### src/rtl/digit_index_search.sv
// Reverse lookup over the fixed 16-entry display digit sequence: scans one index
// per clock and reports presence, first/last matching index and match count.
module digit_index_search (
    input  logic       clk,
    input  logic       rst_n,
    input  logic       start,
    input  logic [3:0] key,
    output logic       busy,
    output logic       done,
    output logic       found,
    output logic [3:0] first_idx,
    output logic [3:0] last_idx,
    output logic [4:0] match_cnt
);

    typedef enum logic [1:0] {
        IDLE,
        SCAN,
        DONE
    } state_t;

    state_t     state;
    logic [3:0] idx;
    logic [3:0] key_q;
    logic [4:0] cnt_acc;
    logic [3:0] first_acc;
    logic [3:0] last_acc;

    logic       match;
    logic [4:0] cnt_nxt;
    logic [3:0] first_nxt;
    logic [3:0] last_nxt;

    // Same sequence the display path walks through, index -> digit.
    function automatic logic [3:0] digit_at(input logic [3:0] i);
        case (i)
            4'd0:    digit_at = 4'hA;
            4'd1:    digit_at = 4'hA;
            4'd2:    digit_at = 4'hC;
            4'd3:    digit_at = 4'hB;
            4'd4:    digit_at = 4'hF;
            4'd5:    digit_at = 4'hF;
            4'd6:    digit_at = 4'hE;
            4'd7:    digit_at = 4'hE;
            4'd8:    digit_at = 4'hA;
            4'd9:    digit_at = 4'h1;
            4'd10:   digit_at = 4'h5;
            4'd11:   digit_at = 4'hA;
            4'd12:   digit_at = 4'h9;
            4'd13:   digit_at = 4'hB;
            4'd14:   digit_at = 4'hB;
            default: digit_at = 4'hD;
        endcase
    endfunction

    // Accumulator values after the current compare; the final scan edge loads
    // the outputs from these so the idx-15 compare is included.
    always_comb begin
        match     = (digit_at(idx) == key_q);
        cnt_nxt   = cnt_acc;
        first_nxt = first_acc;
        last_nxt  = last_acc;
        if (match) begin
            cnt_nxt  = cnt_acc + 5'd1;
            last_nxt = idx;
            if (cnt_acc == 5'd0) begin
                first_nxt = idx;
            end
        end
    end

    always_ff @(posedge clk) begin
        if (!rst_n) begin
            state     <= IDLE;
            idx       <= 4'd0;
            key_q     <= 4'd0;
            cnt_acc   <= 5'd0;
            first_acc <= 4'd0;
            last_acc  <= 4'd0;
            busy      <= 1'b0;
            done      <= 1'b0;
            found     <= 1'b0;
            first_idx <= 4'd0;
            last_idx  <= 4'd0;
            match_cnt <= 5'd0;
        end else begin
            done <= 1'b0;
            case (state)
                IDLE, DONE: begin
                    if (start) begin
                        key_q     <= key;
                        idx       <= 4'd0;
                        cnt_acc   <= 5'd0;
                        first_acc <= 4'd0;
                        last_acc  <= 4'd0;
                        busy      <= 1'b1;
                        state     <= SCAN;
                    end else begin
                        state <= IDLE;
                    end
                end
                SCAN: begin
                    cnt_acc   <= cnt_nxt;
                    first_acc <= first_nxt;
                    last_acc  <= last_nxt;
                    idx       <= idx + 4'd1;
                    if (idx == 4'd15) begin
                        busy      <= 1'b0;
                        done      <= 1'b1;
                        found     <= (cnt_nxt != 5'd0);
                        first_idx <= first_nxt;
                        last_idx  <= last_nxt;
                        match_cnt <= cnt_nxt;
                        state     <= DONE;
                    end
                end
                default: begin
                    busy  <= 1'b0;
                    state <= IDLE;
                end
            endcase
        end
    end

endmodule

### config.mk
export PLATFORM = sky130hd
export DESIGN_NAME = digit_index_search
export DESIGN_NICKNAME = d
export VERILOG_FILES = /design/src/rtl/digit_index_search.sv
export SDC_FILE = /design/constraint.sdc
export NUM_CORES = 1
export LEC_CHECK = 0
export ABC_AREA = 1
export CAP_MARGIN = 10
export CORE_AREA = 5 5 66 97
export CTS_CLUSTER_DIAMETER = 100
export CTS_CLUSTER_SIZE = 24
export DETAILED_ROUTE_END_ITERATION = 10
export DIE_AREA = 0 0 71 102
export SLEW_MARGIN = 20
export SYNTH_ARGS = -nofsm -noshare
export SYNTH_HDL_FRONTEND = slang
export SYNTH_SLANG_ARGS = --single-unit
### constraint.sdc
create_clock -name clk -period 2.56 [get_ports clk]
set_input_delay 0.768 -clock clk [delete_from_list [all_inputs] [get_ports clk]]
set_output_delay 0.768 -clock clk [all_outputs]
set_load 0.01 [all_outputs]
==> results of run 1 <==
==> how the worst max path moves through the flow <==
| stage | startpoint | endpoint | slack (ns) | cells after the start |
|---|---|---|---|---|
| after floorplan | rst_n | flip-flop | 0.53 | 8 |
| after global placement | start | flip-flop | 0.09 | 13 |
| after detailed placement | start | flip-flop | 0.05 | 13 |
| after CTS | start | flip-flop | 0.35 | 13 |
| after global routing | start | flip-flop | 0.18 | 13 |
| final | start | flip-flop | 0.35 | 13 |
==> flip-flops by register name (all words and copies together), names as in the netlist, named ones only <==
signal,flops
idx,4
first_acc,4
busy,1
key_q,4
cnt_acc,5
done,1
last_idx,4
state,2
found,1
match_cnt,5
first_idx,4
last_acc,4
==> final cells by class <==
class / count / area, um^2
fill: 598 / 3023
multi-input combinational: 191 / 978.4
sequential: 43 / 860.8
timing repair buffer: 28 / 265.3
inverter: 41 / 153.9
tap: 70 / 87.58
clock buffer: 7 / 76.32
clock inverter: 1 / 5.005
==> cell usage in the layout, fill, tap and decap left out, drive strengths merged <==
cell type,count
a31oi,5
ha,6
xnor2,1
clkinv,2
nor2,14
a21oi,22
nand3,21
buf,6
o21a,1
nand4,3
o211a,1
clkbuf,7
clkdlybuf4s50,22
o21ai,30
dfxtp,43
inv,40
nand2,82
o211ai,4
o22ai,1
==> worst max-delay path, stage by stage <==
cell and delay, ns:
clkdlybuf4s50_1 0.49, nand2_2 0.06, nand2_1 0.09, inv_2 0.05, nand2_1 0.04, o21ai_0 0.11
inv_1 0.09, nor2_1 0.07, ha_1 0.27, inv_1 0.04, nor2_1 0.12, nand2_1 0.08
o21a_1 0.11
==> logic make-up after synthesis <==
group | share of synthesized area [%]
simple gates | 26.68
compound gates | 17.08
buf+inv | 10.04
flops | 42.11
fa+ha+maj | 3.672
xor+xnor | 0.4285
==> routing by layer <==
layer,vias to the layer above,global-route usage [%],wire length [um]
met5,-,0,0
met4,0,6.078,131
met3,10,2.067,91
met2,22,25.38,2480
met1,858,14.00,1962
li1,968,-,-
==> metrics by stage <==
| stage | hold slack [ns] | power, mW | utilization, % | instances | area (um^2) |
|---|---|---|---|---|---|
| 2_1_floorplan | 0.4356 | 0.7860 | - | 284 | 2044 |
| 3_3_place_gp | 0.4451 | 0.8296 | 43.04 | 373 | 2346 |
| 3_5_place_dp | 0.4562 | 0.8309 | 43.04 | 373 | 2346 |
| 4_1_cts | 0.4682 | 1.253 | 44.54 | 381 | 2427 |
| 5_1_grt | 0.4904 | 1.291 | 44.54 | 381 | 2427 |
| 6_report | 0.4642 | 1.233 | 44.54 | 381 | 2427 |
==> power by group <==
part	switching, mW	internal (mW)
Sequential	0.0102	0.681
Clock	0.229	0.192
Combinational	0.0775	0.0439
==> metrics, run 1 <==
Reg2Reg Launch Point=idx[1]$_SDFFE_PN0N_; syn avg cell area=~7 um^2; layout cells sized above 1=10.29%; routed len/inst=12.25 um; synth warn=0; Die W=71 um; Worst Skew=0.008848 ns; Worst Tran Pin Value=0.3487 ns; post-cts sizing count=0; f_max=about 0.45 GHz; # DRC=0; Bufs on Longest Clock Path=2; cell count after synthesis=284; most common cell in the netlist=nand2_1; Num CTS Buffers=5; Die Span Y=102 um; TritonRoute pass-1 iters=4; synthesized cell area=2044 um^2; final WL=around 4.7 mm; MaxCap Viol Count=0; GRT overflow=0; number of I/O port buffers=22; status=completed; worst slack at placement=about 0.045 ns; largest area contributor in the netlist=dfxtp_1; r2r worst-path depth=10; vias=1858; hold depth=2; Core Region=5450 um^2; maximum VDD drop=~0.18 mV; syn_nets=297; Yosys cell types=27; synth top area cells=dfxtp_1, nand2_1, inv_1, o21ai_0, a21oi_1; number of flops mapped to enable cells by yosys=0; final setup fails=0; nets@finish=~320; CP Capture Type=flip-flop; top_reg_cell synth=dfxtp_1; Worst EP arrival=between 2 and 2.5 ns; reg-to-reg setup timing slack=0.72 ns; final hold vios=0; worst hold start=key_q[2]$_SDFFE_PN0P_; critical path class=in2reg; Seq cells post-synth=43; sequential area share after synthesis=42.11%; area delta synth->final=18.73%; Worst-path clk slew=0.08 ns; floorplan row count=33; postcts setup bufs=0; vias per std cell=4.877; Data required, critical path=2.74 ns; Rel. slew slack=about three quarters; gp weighted congestion=0.7981; initial drt markers=between 90 and 100; final worst-path cycle share=86.39%; largest net degree at the start of global routing=24; HPWL Detailed=between 3 and 4 mm; hold-fix buffers at CTS=0; Routed Antenna Nets=0; Root Driver=clkbuf_8; Die Area=between 7000 and 8000 um^2; worst setup margin=around 0.35 ns; io pins=23; first-pass GRT wire length=7.541 mm; vias in the first global route=roughly 1700; Tmin final=2.212 ns; Hold EP=key_q[2]$_SDFFE_PN0P_; Post-synth ARST share=0%; Pwr Density=508.0 nW/um^2; TNS Setup=0 ns; Clock Latency Late Sink=about 0.3 ns; Total GRT Usage=13.25%; RSZ-0062 raised after global routing=no; Yosys top cell area share=42.11%; antenna violations before repair=0; CP Max Fanout=3; antenna cells=0; leakage power=approximately 1 nW; most frequent cells after synthesis=nand2_1, dfxtp_1, inv_1; crit start category=primary input; Max H-tree Level=2; initial core utilization=roughly 38%; fin. max-slew vios=0; HP Class=reg2reg; CTS tree=built; clock sinks=43
Note: power is estimated with default switching activity, not from simulation.
==> inputs of run 2 (changes only) <==
==> constraint.sdc (replaced) <==
create_clock -name clk -period 2.56 [get_ports clk]
set_input_delay 0.512 -clock clk [delete_from_list [all_inputs] [get_ports clk]]
set_output_delay 0.512 -clock clk [all_outputs]
set_load 0.01 [all_outputs]
==> run 2 against run 1 <==
Effect of this change: die area unchanged; fmax increased by 6.2%; clock skew about the same; critical path type unchanged; highest routed layer unchanged.
==> metrics, run 2 (synthesis gave the netlist of run 1 again) <==
r2r worst-path depth=13 (+3); most frequent CP cell=inv_1; Die Area=7242 um^2 (unchanged); number of I/O port buffers=22 (unchanged); nets@finish=320 (-0.93%); final hold vios=0 (unchanged); critical path class=in2reg; register area=860.8 um^2 (unchanged); most frequent cells in the layout=nand2_1, dfxtp_1, inv_1; antenna cells=0 (unchanged); CTS tree=built; CP Capture Type=flip-flop; highest-delay cell along the critical path=clkdlybuf4s50_1; Data required, critical path=2.74 ns (about the same); clock sinks=43 (unchanged); hold depth=2 (unchanged); Die Span Y=102 um (unchanged); crit start category=primary input; Worst Skew=0.008397 ns (-0.0004512 ns); largest net degree at the start of global routing=24 (unchanged); gp weighted congestion=0.8112 (+1.6%); TNS Setup=0 ns (unchanged); GRT overflow=0 (unchanged); Max H-tree Level=2 (unchanged); Final Core Density=44.12% (-0.41 points); critical-path cell list=clkdlybuf4s50_1 -> nand2_2 -> nand2_1 -> inv_2 -> o21ai_0 -> inv_1 -> ha_1 -> inv_1 -> nor2_1 -> o21a_1; final setup fails=0 (unchanged); vias in the first global route=1668 (+1.1%); WHS=0.4660 ns (+0.001791 ns); f_max=0.4804 GHz (+6.2%); final worst-path cycle share=81.31% (-5.1 points); Die W=71 um (unchanged); Root Driver=clkbuf_8; # DRC=0 (unchanged); post-cts sizing count=0 (unchanged); Worst EP arrival=2.27 ns (-0.13 ns); io pins=23 (unchanged); Total GRT Usage=13.52% (+0.28 points); Routed Antenna Nets=0 (unchanged); initial core utilization=37.51% (unchanged); Pwr Density=505.6 nW/um^2 (-0.47%); Tmin final=2.082 ns (-0.1299 ns); HPWL Detailed=3.413 mm (-1.9%); TritonRoute pass-1 iters=5 (+1); fin. max-slew vios=0 (unchanged); Multi-input gate area=978.4 um^2 (unchanged); RSZ-0062 raised after global routing=no; CP Max Fanout=10 (+7); vias=1820 (-2.0%); Rel. slew slack=70.09% (-6.4 points); HP Class=reg2reg; most common cell after layout, fill and taps aside=nand2_1; routed len/inst=12.21 um (-0.29%); Worst path max stage delay=0.49 ns (about the same); floorplan row count=33 (unchanged); status=completed; area delta synth->final=17.63%; Top Registers=cnt_acc x5, match_cnt x5; Worst-path clk slew=0.07 ns (about the same); initial drt markers=108 (+16%); worst setup margin=0.4784 ns (+0.1299 ns); worst slack at placement=0.1759 ns (+0.1305 ns); MaxCap Viol Count=0 (unchanged); layout cells sized above 1=9.416% (-0.87 points); Core Region=5450 um^2 (unchanged); antenna violations before repair=0 (unchanged); Worst Tran Pin Value=0.4440 ns (+0.09523 ns); vias per std cell=4.815 (-1.3%); leakage power=1.001 nW (-1.4%); Clock Latency Late Sink=0.29 ns (about the same); hold-fix buffers at CTS=0 (unchanged); Bufs on Longest Clock Path=2 (unchanged); fillers=574 (-4.0%); final WL=4.616 mm (-1.1%); Num CTS Buffers=5 (unchanged); maximum VDD drop=0.1837 mV (+3.9%); first-pass GRT wire length=7.665 mm (+1.6%); postcts setup bufs=0 (unchanged)
-- run 2: cell type report --
cell class | instances | area share (%)
Clock buffer | 7 | 3.174
Clock inverter | 1 | 0.2081
Inverter | 41 | 6.400
Multi-Input combinational cell | 191 | 40.69
Sequential cell | 43 | 35.80
Tap cell | 70 | 3.642
Timing Repair Buffer | 25 | 10.09
-- run 2: path summary, 6_finish.rpt --
kind	slack, ns	to	start
worst max-delay path	0.48	flip-flop	start
worst min-delay path	0.47	key_q[2]$_SDFFE_PN0P_	key_q[2]$_SDFFE_PN0P_
worst max register to register	0.73	flip-flop	state[0]$_SDFFE_PN0P_
worst min register to register	0.47	key_q[2]$_SDFFE_PN0P_	key_q[2]$_SDFFE_PN0P_
-- run 2: through the flow --
stage                     instances  instance area [um^2]  power [mW]
after floorplan                 284                  2044      0.7860
after global placement          370                  2323      0.8234
after detailed placement        370                  2323      0.8245
after CTS                       378                  2405       1.234
after global routing            378                  2405       1.269
final                           378                  2405       1.216
-- run 2: routing by layer --
layer | up-vias | track usage [%] | share of wire [%]
li1 | 963 | - | -
met1 | 820 | 13.80 | 41
met2 | 27 | 25.66 | 54
met3 | 10 | 2.657 | 2.4
met4 | 0 | 7.091 | 2.9
met5 | - | 0 | 0
-- run 2: power breakdown --
part	switching, mW	leakage (nW)	internal [mW]
registers	0.00971	0.348	0.681
logic	0.0781	0.611	0.0387
clock network	0.217	0.0422	0.191
total	0.305	1.00	0.911
-- run 2: critical path, delay by kind of cell --
kind / cells / cell delay, ns
compound gates: 2 / 0.54
fa+ha+maj: 1 / 0.20
buf+inv: 4 / 0.70
simple gates: 3 / 0.31
==> inputs of run 3 (changes only) <==
Clock period 2.56 ns to 1.9 ns, I/O delays scaled along.
==> run 3 against run 2 <==
Effect of this change: via count is 4.5% higher; register-to-register slack worse by 0.52 ns; cell count increased by 2.9%; sequential cell count stayed put; routed wire length up 4.6%; critical path depth rose by 3; non-clock buffer count increased by 12; worst hold slack worse by 0.0072 ns; final area increased by 5.0%; global-route usage increased by 0.44 points; combinational power grew 54%; setup slack lost 0.34 ns; highest routed layer unchanged.
==> metrics, run 3 (synthesis gave the netlist of run 1 again) <==
CP Max Fanout=3 (-7); GRT overflow=0 (unchanged); Worst Tran Pin Value=0.3308 ns (-0.1132 ns); postcts setup bufs=0 (unchanged); Worst EP arrival=1.95 ns (-0.32 ns); TritonRoute pass-1 iters=4 (-1); first-pass GRT wire length=7.879 mm (+2.8%); highest-delay cell along the critical path=clkdlybuf4s50_1; leakage power=1.068 nW (+6.7%); worst slack at placement=-0.1947 ns (-0.3705 ns); antenna cells=0 (unchanged); Die Span Y=102 um (unchanged); Root Driver=clkbuf_8; layout cells sized above 1=13.48% (+4.1 points); vias per std cell=4.889 (+1.6%); Worst-path clk slew=0.08 ns (about the same); most common cell after layout, fill and taps aside=nand2_1; Bufs on Longest Clock Path=2 (unchanged); routed len/inst=12.42 um (+1.7%); Worst path max stage delay=0.49 ns (about the same); HPWL Detailed=3.615 mm (+5.9%); initial drt markers=75 (-31%); Num CTS Buffers=5 (unchanged); most frequent CP cell=nand2_1; gp weighted congestion=0.8415 (+3.7%); RSZ-0062 raised after global routing=no; initial core utilization=37.51% (unchanged); Pwr Density=715.7 nW/um^2 (+42%); f_max=0.5667 GHz; CP Capture Type=flip-flop; Die W=71 um (unchanged); Seq pwr share=51.5% (-5.3 points); register area=860.8 um^2 (unchanged); nets@finish=332 (+3.8%); Top Registers=cnt_acc x5, match_cnt x5; post-cts sizing count=0 (unchanged); Core Region=5450 um^2 (unchanged); Inst Count DP=382 (+3.2%); Worst Skew=0.008838 ns (+0.0004415 ns); Multi-input gate area=988.4 um^2 (+1.0%); io pins=23 (unchanged); fillers=574 (unchanged); sw frac=24.06% (-0.98 points); # DRC=0 (unchanged); final hold vios=0 (unchanged); antenna violations before repair=0 (unchanged); crit-path leading delay family=buffers and inverters; critical path class=in2reg; HP Class=reg2reg; Max H-tree Level=2 (unchanged); maximum VDD drop=0.3179 mV (+73%); Psw=435.1 uW (+43%); hold-fix buffers at CTS=0 (unchanged); MaxCap Viol Count=0 (unchanged); critical-path cell list=clkdlybuf4s50_1 -> nand2_2 -> nand2_1 -> inv_2 -> nand2_1 -> o21ai_1 -> inv_1 -> nor2_2 -> ha_1 -> inv_1 -> nor2_2 -> nand2_1 -> o21a_1; Die Area=7242 um^2 (unchanged); Clock Latency Late Sink=0.29 ns (about the same); final setup fails=0 (unchanged); largest net degree at the start of global routing=24 (unchanged); crit start category=primary input; area delta synth->final=23.56%; reg-to-reg setup timing slack=0.21 ns (-0.52 ns); number of I/O port buffers=22 (unchanged); CTS tree=built; fin. max-slew vios=0 (unchanged); Routed Antenna Nets=0 (unchanged); Data required, critical path=2.09 ns (-0.65 ns); final WL=4.830 mm (+4.6%); total power=1.808 mW (+49%); internal cell power=1.373 mW (+51%); Rel. slew slack=77.71% (+7.6 points); status=completed; Total GRT Usage=13.96% (+0.44 points); clock network fraction of total power=38.6% (+5.0 points); clock sinks=43 (unchanged); floorplan row count=33 (unchanged); vias=1902 (+4.5%); WP buf/inv=4 (unchanged); worst setup margin=0.1355 ns (-0.3429 ns); most frequent cells in the layout=nand2_1, dfxtp_1, inv_1; vias in the first global route=1804 (+8.2%); Tmin final=about 1.8 ns; Logic pwr share=10.0% (+0.4 points); Non-Filler Instances=389 (+2.9%); final worst-path cycle share=92.87%
-- run 3: routing by layer --
| metal | vias to the layer above | GRT usage [%] | wire length, um |
|---|---|---|---|
| li1 | 983 | - | - |
| met4 | 0 | 6.802 | 151 |
| met2 | 37 | 27.31 | 2650 |
| met1 | 872 | 13.88 | 1875 |
| met5 | - | 0 | 0 |
| met3 | 10 | 2.559 | 152 |
-- run 3: path summary, 6_finish.rpt --
kind,start,endpoint,cells after the start
worst min-delay path,key_q[2]$_SDFFE_PN0P_,key_q[2]$_SDFFE_PN0P_,2
worst max-delay path,start,flip-flop,13
worst max register to register,state[0]$_SDFFE_PN0P_,flip-flop,12
worst min register to register,key_q[2]$_SDFFE_PN0P_,key_q[2]$_SDFFE_PN0P_,2
-- run 3: area by class of cell --
class	instances	area share [%]
Clock inverter	1	1.189
Inverter	41	6.092
Tap cell	70	3.467
Multi-Input combinational cell	191	39.13
Clock buffer	6	2.873
Sequential cell	43	34.08
Timing Repair Buffer	37	13.17
-- run 3: tightest hold or removal path, cell delays in order, from the launching register on --
cell	delay, ns
dfxtp_1	0.32
inv_2	0.05
a21oi_1	0.05
-- run 3: power groups by stage --
| stage | Clock, mW | Sequential [mW] | Combinational [mW] |
|---|---|---|---|
| 2_1_floorplan | 0 | 0.950 | 0.109 |
| 3_5_place_dp | 0 | 0.951 | 0.180 |
| 3_3_place_gp | 0 | 0.951 | 0.179 |
| 4_1_cts | 0.712 | 0.930 | 0.181 |
| 6_report | 0.697 | 0.930 | 0.180 |
| 5_1_grt | 0.748 | 0.933 | 0.201 |
-- run 3: stage by stage --
stage | setup TNS, ns | hold slack, ns | utilization, % | instance area [um^2]
global placement | -0.4328 | 0.4465 | 44.28 | 2414
floorplan | 0 | 0.4356 | - | 2044
finish | 0 | 0.4589 | 46.35 | 2526
global route | 0 | 0.4816 | 46.35 | 2526
detailed placement | -0.5102 | 0.4491 | 44.28 | 2414
CTS | 0 | 0.4617 | 46.17 | 2516
